`src/rtl/pi_pkg.sv`:
```
// Shared types and helpers for the 8-level priority-interrupt scheduler.
// Level 0 is the highest priority. Masks use [0:7] ordering, so bit index
// equals level number and the leftmost literal bit is level 0.
package pi_pkg;

  typedef bit [0:2] pi_level_t;
  typedef bit [0:7] pi_mask_t;

  typedef enum logic {
    IDLE = 1'b0,
    REQ  = 1'b1
  } pi_state_t;

  localparam int unsigned PI_TIMEOUT_DEFAULT = 64;

  // Mask covering the highest-priority set level and every level below it.
  // An all-zero input gives an all-zero mask, so nothing is blocked.
  function automatic pi_mask_t highest_mask(pi_mask_t m);
    pi_mask_t r;
    logic     found;
    r     = '0;
    found = 1'b0;
    for (int i = 0; i < 8; i++) begin
      found = found | m[i];
      r[i]  = found;
    end
    return r;
  endfunction

endpackage

```
`src/rtl/priority_encoder8.sv`:
```
// 8-input priority encoder: index 0 wins.
// Ports:
//   req  [0:7]  request vector, bit index = level
//   enc  [0:2]  lowest set index (0 when nothing is set)
//   any         at least one request bit is set
module priority_encoder8 (
  input  logic [0:7] req,
  output logic [0:2] enc,
  output logic       any
);

  always_comb begin
    enc = 3'd0;
    any = |req;
    // Scan from the lowest priority upward so the last hit is the winner.
    for (int i = 7; i >= 0; i--) begin
      if (req[i]) enc = 3'(i);
    end
  end

endmodule

```
`src/rtl/pi_level_sched.sv`:
```
// Priority-interrupt level scheduler.
// Combines device and program requests with the enable mask, picks the
// highest eligible level and presents it to the CPU with a req/ack
// handshake. Levels in service (held) block themselves and everything of
// lower priority until dismissed.
//
// Optional build macro: PI_TIMEOUT_EN -- withdraws an unacknowledged
// request after TIMEOUT cycles in REQ and pulses timeout.
//
// Ports:
//   clk, reset       clock, asynchronous active-high reset
//   dev_req  [0:7]   level-sensitive device requests
//   prog_set [0:7]   pulse, sets program-request bits
//   pio_load         pulse, loads enable mask from pio_data
//   pio_data [0:7]   new enable mask
//   sys_on           PI system enable
//   clear_all        pulse, clears pir, held, pio and aborts any request
//   ack              CPU accepts the presented level
//   dismiss          pulse, CPU finished its highest held level
//   int_req          interrupt request to the CPU
//   int_level [0:2]  level being requested
//   held     [0:7]   in-service levels
//   pir      [0:7]   program-request register
//   timeout          one-cycle pulse when a request is withdrawn on timeout
module pi_level_sched
  import pi_pkg::*;
#(
  parameter int unsigned TIMEOUT = PI_TIMEOUT_DEFAULT
) (
  input  logic       clk,
  input  logic       reset,
  input  logic [0:7] dev_req,
  input  logic [0:7] prog_set,
  input  logic       pio_load,
  input  logic [0:7] pio_data,
  input  logic       sys_on,
  input  logic       clear_all,
  input  logic       ack,
  input  logic       dismiss,
  output logic       int_req,
  output logic [0:2] int_level,
  output logic [0:7] held,
  output logic [0:7] pir,
  output logic       timeout
);

  if (TIMEOUT < 1) begin : g_timeout_chk
    $error("pi_level_sched: TIMEOUT must be at least 1");
  end

  pi_state_t  state_q, state_d;
  pi_level_t  level_q, level_d;
  pi_mask_t   held_q, held_d;
  pi_mask_t   pir_q, pir_d;
  pi_mask_t   pio_q, pio_d;
  logic       timeout_q, timeout_d;

  logic [0:7] pending;
  logic [0:7] eligible;
  logic [0:2] win_level;
  logic       win_any;
  logic       req_expired;

  // Clears the highest-priority (lowest index) set level.
  function automatic pi_mask_t clear_highest(pi_mask_t m);
    pi_mask_t r;
    logic     done;
    r    = m;
    done = 1'b0;
    for (int i = 0; i < 8; i++) begin
      if (m[i] && !done) begin
        r[i] = 1'b0;
        done = 1'b1;
      end
    end
    return r;
  endfunction

  assign pending  = sys_on ? ((dev_req | pir_q) & pio_q) : 8'h00;
  assign eligible = pending & ~highest_mask(held_q);

  priority_encoder8 u_pick (
    .req (eligible),
    .enc (win_level),
    .any (win_any)
  );

`ifdef PI_TIMEOUT_EN
  localparam int unsigned CNT_W = (TIMEOUT > 1) ? $clog2(TIMEOUT) : 1;

  logic [CNT_W-1:0] cnt_q, cnt_d;

  assign req_expired = (state_q == REQ) && (cnt_q == CNT_W'(TIMEOUT - 1));

  // Counts REQ cycles without ack; restarts from 0 on every REQ entry.
  always_comb begin
    cnt_d = cnt_q;
    if (state_q != REQ || state_d != REQ) cnt_d = '0;
    else                                  cnt_d = cnt_q + 1'b1;
  end

  always_ff @(posedge clk or posedge reset) begin
    if (reset) cnt_q <= '0;
    else       cnt_q <= cnt_d;
  end
`else
  assign req_expired = 1'b0;
`endif

  always_comb begin
    state_d   = state_q;
    level_d   = level_q;
    held_d    = held_q;
    pir_d     = pir_q;
    pio_d     = pio_q;
    timeout_d = 1'b0;

    if (pio_load) pio_d = pio_data;

    // Dismiss acts on the pre-update held; an ack in the same cycle then
    // sets its own bit on top of the result.
    if (dismiss) held_d = clear_highest(held_q);

    unique case (state_q)
      IDLE: begin
        if (win_any) begin
          level_d = win_level;
          state_d = REQ;
        end
      end
      REQ: begin
        if (ack) begin
          held_d[level_q] = 1'b1;
          pir_d[level_q]  = 1'b0;
          state_d         = IDLE;
        end else if (!sys_on) begin
          state_d = IDLE;
        end else if (req_expired) begin
          timeout_d = 1'b1;
          state_d   = IDLE;
        end
      end
      default: state_d = IDLE;
    endcase

    // A new program request beats an ack clear of the same bit.
    pir_d = pir_d | prog_set;

    if (clear_all) begin
      pir_d     = '0;
      held_d    = '0;
      pio_d     = '0;
      state_d   = IDLE;
      timeout_d = 1'b0;
    end
  end

  always_ff @(posedge clk or posedge reset) begin
    if (reset) begin
      state_q   <= IDLE;
      level_q   <= '0;
      held_q    <= '0;
      pir_q     <= '0;
      pio_q     <= '0;
      timeout_q <= 1'b0;
    end else begin
      state_q   <= state_d;
      level_q   <= level_d;
      held_q    <= held_d;
      pir_q     <= pir_d;
      pio_q     <= pio_d;
      timeout_q <= timeout_d;
    end
  end

  assign int_req   = (state_q == REQ);
  assign int_level = level_q;
  assign held      = held_q;
  assign pir       = pir_q;
  assign timeout   = timeout_q;

endmodule

```
`config.mk`:
```
export PLATFORM = sky130hd
export DESIGN_NAME = pi_level_sched
export DESIGN_NICKNAME = d
export VERILOG_FILES = /design/src/rtl/pi_pkg.sv /design/src/rtl/priority_encoder8.sv /design/src/rtl/pi_level_sched.sv
export SDC_FILE = /design/constraint.sdc
export NUM_CORES = 1
export LEC_CHECK = 0
export CORE_ASPECT_RATIO = 1.4
export CORE_MARGIN = 4
export CORE_UTILIZATION = 47
export CTS_CLUSTER_DIAMETER = 40
export DETAILED_ROUTE_END_ITERATION = 8
export PLACE_DENSITY_LB_ADDON = 0.12
export SLEW_MARGIN = 15
export SYNTH_ARGS = -nofsm -noshare
export SYNTH_HDL_FRONTEND = slang
export SYNTH_HIERARCHICAL = 1
export SYNTH_SLANG_ARGS = --single-unit
```
`constraint.sdc`:
```
create_clock -name clk -period 7.2 [get_ports clk]
set_input_delay 1.44 -clock clk [delete_from_list [all_inputs] [get_ports clk]]
set_output_delay 1.44 -clock clk [all_outputs]
set_load 0.02 [all_outputs]
```
==> qor.tcl, run 1 <==
set qor(status) {finished, final reports clean}
set qor(synth_warnings) 6
set qor(synth.distinct_cells) 34
set qor(synth.yosys.seq_area_share) 0.4982
set qor(totalWireLength_microns) 3773
set qor(yosysTopAreaCellShare) 0.4982
set qor(grt_overflow_total) 0
set qor(worst_path_dominant_cell_family) {simple AND/OR/NAND/NOR gates}
set qor(achievable-frequency_mhz) 266.1
set qor(synth_cells) 149
set qor(crit_path_start) {sys_on}
set qor(worstSetupStartpointType) {input port}
set qor(cts_sinks) 28
set qor(antenna_found_initial) 0
set qor(synth_seq_cells) 28
set qor(critical-path-slowest-cell) {clkdlybuf4s50_1}
set qor(cp_data_required_time_ns) 7.38
set qor(grt_use_total) 0.2095
set qor(critical_path_arrival_ns) 3.93
set qor(post-cts-setup-buffers) 0
set qor(drt_pre_antenna_iters) 4
set qor(average_instance_area_after_synthesis_sq_um) 9.439
set qor(maxCapViolCount) 0
set qor(power.density_mw_per_mm2) 204.8
set qor(transition_time_of_the_tightest_slew_check_pin_ns) 1.060
set qor(slowest_delay_ns) 0.51
set qor(met1Wirelength_microns) 1481
set qor(criticalPathCategory) {input port to flop}
set qor(rsz0062_at_grt) {false}
set qor(num_vias) 1289
set qor(gp_routability_congestion) 0.8665
set qor(timing.final.crit_period_ns) 3.758
set qor(timing.critical_path.buf_inv) 1
set qor(cts.clk_slew.worst_paths_ns) 0.10
set qor(detail_route.drc_violations) 0
set qor(synth_top_cells_by_area) {dfrtp_1 50%, mux2i_1 5.7%, nor2_1 5.3%}
set qor(reg2reg_end) {int_level[1]$_DFFE_PP0P_}
set qor(dr.first_iter.drc_count) 40
set qor(viasPerCell) 5.485
set qor(synthesis.nets) 180
set qor(overall_die_height_microns) 72.73
set qor(design.die.area_sq_mm) 0.003944
set qor(detailed_place_hpwl_microns) 2833
set qor(synth_top_flop_cell) {dfrtp_1}
set qor(flop_to_flop_setup_slack_ns) 4.59
set qor(io_buffer_count) 50
set qor(areaGrowthSynthToFinish_pct) 42.35
set qor(numCtsBuffers) 3
set qor(die_width_microns) 54.23
set qor(top_layer_used) {met4}
set qor(crit_chain) {clkdlybuf4s50_1 > or4b_4 > or2_4 > nor3_1 > nor4_2 > nand3_1 > nor2b_1 > mux2_2}
set qor(cp-endpoint) {int_level[1]$_DFFE_PP0P_}
set qor(max-slew-margin-rel) 0.2924
set qor(std_cell_rows) 23
set qor(cts_tree) {built}
set qor(leakage_power_of_the_design_uw) 0.0008826
set qor(first_global_vias) 1358
set qor(boundaryPins) 52
set qor(grt_first_pass_wirelength_microns) 6078
set qor(timing.critical_path.fanout_max) 4
set qor(synth_area_leader_cell) {dfrtp_1}
set qor(antenna_left) 0
set qor(post_drt_wl_per_cell_microns) 16.06
set qor(cts.htree.levels) 1
set qor(cts.root.buffer_cell) {clkbuf_8}
set qor(post-layout-total-power_uw) 410.0
set qor(setup-violations-final) 0
set qor(synth-edff-count) 0
set qor(number_of_buffers_between_clock_root_and_the_deepest_sink) 2
set qor(routed-wl-met3_microns) 237
set qor(timing.final.max_slew_violations) 0
set qor(route.met2.wl_microns) 1989
set qor(holdBufCountCts) 0
set qor(cts_resized) 0
set qor(final_nets) 230
set qor(cell_area_after_synthesis_sq_mm) 0.001406
set qor(final_layout_worst_hold_slack_ns) 0.5368
set qor(timing.rr.start) {held[0]$_DFF_PP0_}
set qor(core_area_sq_mm) 0.002878
set qor(fin_tns_setup_ns) 0
set qor(async_reset_ff_frac) 1.000
set qor(grt_start_max_net_pins) 29
set qor(skew_final_ns) 0.009050
set qor(hold_path_class) {flop to flop}
set qor(reg2reg_depth) 7
set qor(kind_of_end_point_of_the_critical_path) {flop}
set qor(post-route-period-util) 0.5219
set qor(layout-drive-gt1-share) 0.05556
set qor(finalHoldViolCount) 0
set qor(clock_insertion_delay_worst_skew_ns) 0.28
set qor(timing.critical_path.depth) 8
set qor(peakVddDrop_mv) 0.1505
set qor(antenna_cells_inserted) 0
set qor(initial_standard_cell_utilization_of_the_core) 0.4887
set qor(fill_cells) 248
metal layers:
metal  up-vias  global-route usage
met1       615              0.2430
met3         7             0.03476
li1        618                   -
met2        49              0.3702
met5         -                   0
met4         0             0.08033
worst min path at each step:
stage | start | end | cells after the start
after floorplan | pio_q[4]$_DFFE_PP0P_ | pio_q[4]$_DFFE_PP0P_ | 2
after global placement | pio_q[2]$_DFFE_PP0P_ | pio_q[2]$_DFFE_PP0P_ | 2
after detailed placement | pio_q[1]$_DFFE_PP0P_ | pio_q[1]$_DFFE_PP0P_ | 2
after CTS | pio_q[2]$_DFFE_PP0P_ | pio_q[2]$_DFFE_PP0P_ | 2
after global routing | pio_q[2]$_DFFE_PP0P_ | pio_q[2]$_DFFE_PP0P_ | 2
final | pio_q[6]$_DFFE_PP0P_ | pio_q[6]$_DFFE_PP0P_ | 2
cells in the final DEF (no fill, tap or decap):
cell type / n
nor2b_1: 4
a2bb2oi_1: 1
nand2b_1: 2
mux2_2: 3
inv_1: 12
and3_1: 1
dfrtp_1: 28
o21bai_1: 1
nor4_1: 2
or4b_1: 1
bufinv_16: 1
o31ai_1: 4
o211ai_1: 1
or3_1: 2
nor4_2: 1
nand2_1: 6
a22oi_1: 1
nand3b_1: 1
conb_1: 1
a21oi_1: 13
nor3_1: 4
a21boi_0: 1
and4bb_2: 1
a31oi_1: 1
nor4b_1: 2
and3b_1: 2
nand3_1: 2
o41ai_1: 1
or4b_4: 1
o21ai_0: 15
clkbuf_8: 3
nor2_1: 20
mux2i_1: 8
clkdlybuf4s50_1: 50
or2_4: 1
worst reg2reg max path: cells and delay by family, from the launching register on:
family | cells | cell delay [ns]
muxes | 1 | 0.38
and+or+nand+nor | 6 | 1.67
DFF | 1 | 0.47
synth_stat cells, drive strengths merged, types with 2 or more instances:
| cell | n |
|---|---|
| a21oi | 13 |
| and3b | 2 |
| clkbuf | 4 |
| dfrtp | 28 |
| inv | 12 |
| mux2 | 3 |
| mux2i | 8 |
| nand2 | 6 |
| nand2b | 2 |
| nand3 | 2 |
| nor2 | 20 |
| nor2b | 4 |
| nor3 | 4 |
| nor4 | 3 |
| nor4b | 2 |
| o21ai | 15 |
| o31ai | 4 |
| or3 | 2 |
| or4b | 2 |
cell type report:
class | count | area (sq um) | share of cell area
clock inverters | 1 | 30.03 | 0.01500
clock buffers | 3 | 41.29 | 0.02063
flip-flops and latches | 28 | 700.7 | 0.3500
multi-input cells | 104 | 638.1 | 0.3188
repair buffers | 50 | 500.5 | 0.2500
inverters | 12 | 45.04 | 0.02250
well taps | 37 | 46.29 | 0.02313
kinds of logic (layout without fill, tap and decap cells):
kind of cell	after synthesis	after routing	synth area share
other cells	1	1	0.002666
compound gates	39	39	0.1593
flops	28	28	0.4982
buf+inv	17	66	0.04804
simple gates	53	53	0.2109
mux	11	11	0.08096
report_power, final:
group	switching, uW	internal, uW	leakage, uW	total [uW]
logic	46.7	52.4	0.000476	99.1
clock network	48.9	74.5	0.0000357	123
registers	18.5	169	0.000371	188
state kept, by name (all words and copies together) (netlist names):
| register | flops |
|---|---|
| held | 8 |
| int_level | 3 |
| int_req | 1 |
| pio_q | 8 |
| pir | 8 |
per-stage QoR:
stage | cells | util | setup WS, ns | cell area [sq um]
finish | 235 | 0.6957 | 3.442 | 2002
global route | 235 | 0.6957 | 3.328 | 2002
CTS | 235 | 0.6957 | 3.441 | 2002
detailed placement | 231 | 0.6709 | 3.158 | 1931
global placement | 231 | 0.6709 | 3.255 | 1931
floorplan | 149 | - | 3.862 | 1406
Power figures use the tool's default switching activity.
==> inputs of run 2 (changes only) <==
--- a/config.mk
+++ b/config.mk
@@ -7,7 +7,7 @@
 export LEC_CHECK = 0
 export CORE_ASPECT_RATIO = 1.4
 export CORE_MARGIN = 4
-export CORE_UTILIZATION = 47
+export CORE_UTILIZATION = 44
 export CTS_CLUSTER_DIAMETER = 40
 export DETAILED_ROUTE_END_ITERATION = 8
 export PLACE_DENSITY_LB_ADDON = 0.12
==> constraint.sdc (replaced) <==
create_clock -name clk -period 3.5 [get_ports clk]
set_input_delay 0.7 -clock clk [delete_from_list [all_inputs] [get_ports clk]]
set_output_delay 0.7 -clock clk [all_outputs]
set_load 0.02 [all_outputs]
==> run 2 against run 1 <==
  * Setup slack lost 3.0 ns
  * Global-route usage shrank 2.1 points
  * Critical path type unchanged
  * Power grew 91%
  * Worst hold slack lost 0.0070 ns
  * Register-to-register slack lost 3.7 ns
  * Via count shrank 1.9%
==> qor.tcl, run 2 (synthesis gave the netlist of run 1 again) <==
set qor(min_path_cells) 2 ;# unchanged
set qor(antenna_found_initial) 0 ;# unchanged
set qor(met2_grt_util) 0.3263 ;# -0.04386
set qor(boundaryPins) 52 ;# unchanged
set qor(post_drt_wl_per_cell_microns) 15.46 ;# -3.7%
set qor(rsz0062_at_grt) {false}
set qor(skew_final_ns) 0.001777 ;# -0.007274 ns
set qor(peakVddDrop_mv) 0.3068 ;# +100%
set qor(die_width_microns) 55.78 ;# +2.9%
set qor(finalHoldViolCount) 0 ;# unchanged
set qor(gp_routability_congestion) 0.8881 ;# +2.5%
set qor(post-route-period-util) 0.8695
set qor(cts_tree) {built}
set qor(core_area_sq_mm) 0.003093 ;# +7.5%
set qor(critical_path_arrival_ns) 3.20 ;# -0.73 ns
set qor(layout-drive-gt1-share) 0.06030 ;# +0.004746
set qor(mostFrequentLayoutCells) {50 x clkdlybuf4s50_1, 28 x dfrtp_1, 20 x nor2_1}
set qor(initial_standard_cell_utilization_of_the_core) 0.4547 ;# -0.03400
set qor(reg2reg_depth) 7 ;# unchanged
set qor(grt_overflow_total) 0 ;# unchanged
set qor(holdBufCountCts) 0 ;# unchanged
set qor(placement.cell_area_sq_mm) 0.001941 ;# +0.52%
set qor(design.die.area_sq_mm) 0.004178 ;# +5.9%
set qor(detailed_place_hpwl_microns) 2922 ;# +3.2%
set qor(io_buffer_count) 50 ;# unchanged
set qor(totalWireLength_microns) 3680 ;# -2.5%
set qor(design_area_sq_mm) 0.001996 ;# -0.31%
set qor(crit_chain) {clkdlybuf4s50_1 > or4b_4 > or2_4 > nor3_1 > nor4_2 > nand3_1 > nor2b_1 > mux2_2}
set qor(criticalPathCategory) {input port to flop}
set qor(cp_data_required_time_ns) 3.66 ;# -3.72 ns
set qor(transition_time_of_the_tightest_slew_check_pin_ns) 0.9928 ;# -0.06740 ns
set qor(power.density_mw_per_mm2) 392.1 ;# +91%
set qor(status) {finished, final reports clean}
set qor(grt_start_max_net_pins) 29 ;# unchanged
set qor(final_common_cell) {clkdlybuf4s50_1}
set qor(worstSetupStartpointType) {input port}
set qor(setup-violations-final) 0 ;# unchanged
set qor(post-cts-setup-buffers) 0 ;# unchanged
set qor(cts.root.buffer_cell) {clkbuf_8}
set qor(timing.final.crit_period_ns) 3.043
set qor(timing.final.max_slew_violations) 0 ;# unchanged
set qor(number_of_buffers_between_clock_root_and_the_deepest_sink) 2 ;# unchanged
set qor(detail_route.drc_violations) 0 ;# unchanged
set qor(std_cell_rows) 24 ;# +4.3%
set qor(maxCapViolCount) 0 ;# unchanged
set qor(cts_resized) 0 ;# unchanged
set qor(antenna_cells_inserted) 0 ;# unchanged
set qor(post-route-util) 0.6452 ;# -0.05043
set qor(timing.critical_path.fanout_max) 4 ;# unchanged
set qor(top_usage_layer) {met2}
set qor(kind_of_end_point_of_the_critical_path) {flop}
set qor(numCtsBuffers) 3 ;# unchanged
set qor(slowest_delay_ns) 0.50 ;# about the same
set qor(hold_path_class) {flop to flop}
set qor(leakage_power_of_the_design_uw) 0.0008767 ;# -0.67%
set qor(final_nets) 231 ;# +0.43%
set qor(final_layout_worst_hold_slack_ns) 0.5298 ;# -0.007009 ns
set qor(drt_pre_antenna_iters) 4 ;# unchanged
set qor(cts.clk_slew.worst_paths_ns) 0.09 ;# about the same
set qor(antenna_left) 0 ;# unchanged
set qor(cts_sinks) 28 ;# unchanged
set qor(globalRouteMet3Util) 0.02744 ;# -0.007321
set qor(first_global_vias) 1299 ;# -4.3%
set qor(viasPerCell) 5.311 ;# -3.2%
set qor(fraction_of_met1_tracks_used_by_global_routing) 0.2337 ;# -0.009332
set qor(grt_first_pass_wirelength_microns) 6127 ;# +0.81%
set qor(clock_insertion_delay_worst_skew_ns) 0.27 ;# about the same
set qor(areaGrowthSynthToFinish_pct) 41.90
set qor(achievable-frequency_mhz) 328.6
set qor(fin_tns_setup_ns) 0 ;# unchanged
set qor(grt_use_total) 0.1888 ;# -0.02069
set qor(critical-path-slowest-cell) {clkdlybuf4s50_1}
set qor(max-slew-margin-rel) 0.3340 ;# +0.04162
set qor(overall_die_height_microns) 74.90 ;# +3.0%
set qor(num_vias) 1264 ;# -1.9%
set qor(cts.htree.levels) 1 ;# unchanged
set qor(dr.first_iter.drc_count) 54 ;# +35%
run 2: layout make-up:
class                      count  area, sq um
clock buffer                   4        55.05
fill                         246         1097
inverter                      12        45.04
multi-input combinational    104        638.1
sequential                    28        700.7
tap                           39        48.80
timing repair buffer          51        508.0
run 2: where the power goes:
| group | total [uW] | switching, uW | internal (uW) |
|---|---|---|---|
| clock | 192 | 92.0 | 100 |
| sequential | 384 | 36.6 | 348 |
| combinational | 206 | 97.1 | 108 |
run 2: metal layers:
metal  routed length [microns]  share of wire
met4                        90          0.024
met1                      1591           0.43
met2                      1790           0.49
met3                       208          0.057
met5                         0              0
run 2: final timing paths:
kind | slack, ns | end | start
setup / recovery | 0.46 | int_level[0]$_DFFE_PP0P_ | sys_on
hold / removal | 0.53 | pio_q[2]$_DFFE_PP0P_ | pio_q[2]$_DFFE_PP0P_
setup reg to reg | 0.85 | int_level[0]$_DFFE_PP0P_ | held[0]$_DFF_PP0_
hold reg to reg | 0.53 | pio_q[2]$_DFFE_PP0P_ | pio_q[2]$_DFFE_PP0P_
max in group asynchronous | 2.20 | pio_q[3]$_DFFE_PP0P_ | reset
min in group asynchronous | 0.84 | pio_q[6]$_DFFE_PP0P_ | reset
run 2: worst max-delay path, delay by kind of cell:
kind,cells,cell delay [ns]
and+or+nand+nor,6,1.62
muxes,1,0.38
buffers and inverters,1,0.50
run 2: per-stage QoR:
| stage | setup WS, ns | total power, uW | instances |
|---|---|---|---|
| global route | 0.3558 | 828.1 | 238 |
| CTS | 0.4748 | 789.9 | 238 |
| global placement | 0.3018 | 592.2 | 234 |
| floorplan | 0.9016 | 492.3 | 149 |
| finish | 0.4566 | 782.4 | 238 |
| detailed placement | 0.1909 | 596.0 | 234 |
==> inputs of run 3 (changes only) <==
--- a/config.mk
+++ b/config.mk
@@ -5,10 +5,10 @@
 export SDC_FILE = /design/constraint.sdc
 export NUM_CORES = 1
 export LEC_CHECK = 0
+export ABC_CLOCK_PERIOD_IN_PS = 3500
 export CORE_ASPECT_RATIO = 1.4
 export CORE_MARGIN = 4
 export CORE_UTILIZATION = 44
-export CTS_CLUSTER_DIAMETER = 40
 export DETAILED_ROUTE_END_ITERATION = 8
 export PLACE_DENSITY_LB_ADDON = 0.12
 export SLEW_MARGIN = 15
==> results of run 3 <==
The final DEF is identical to that of run 2; final timing and power are the same.
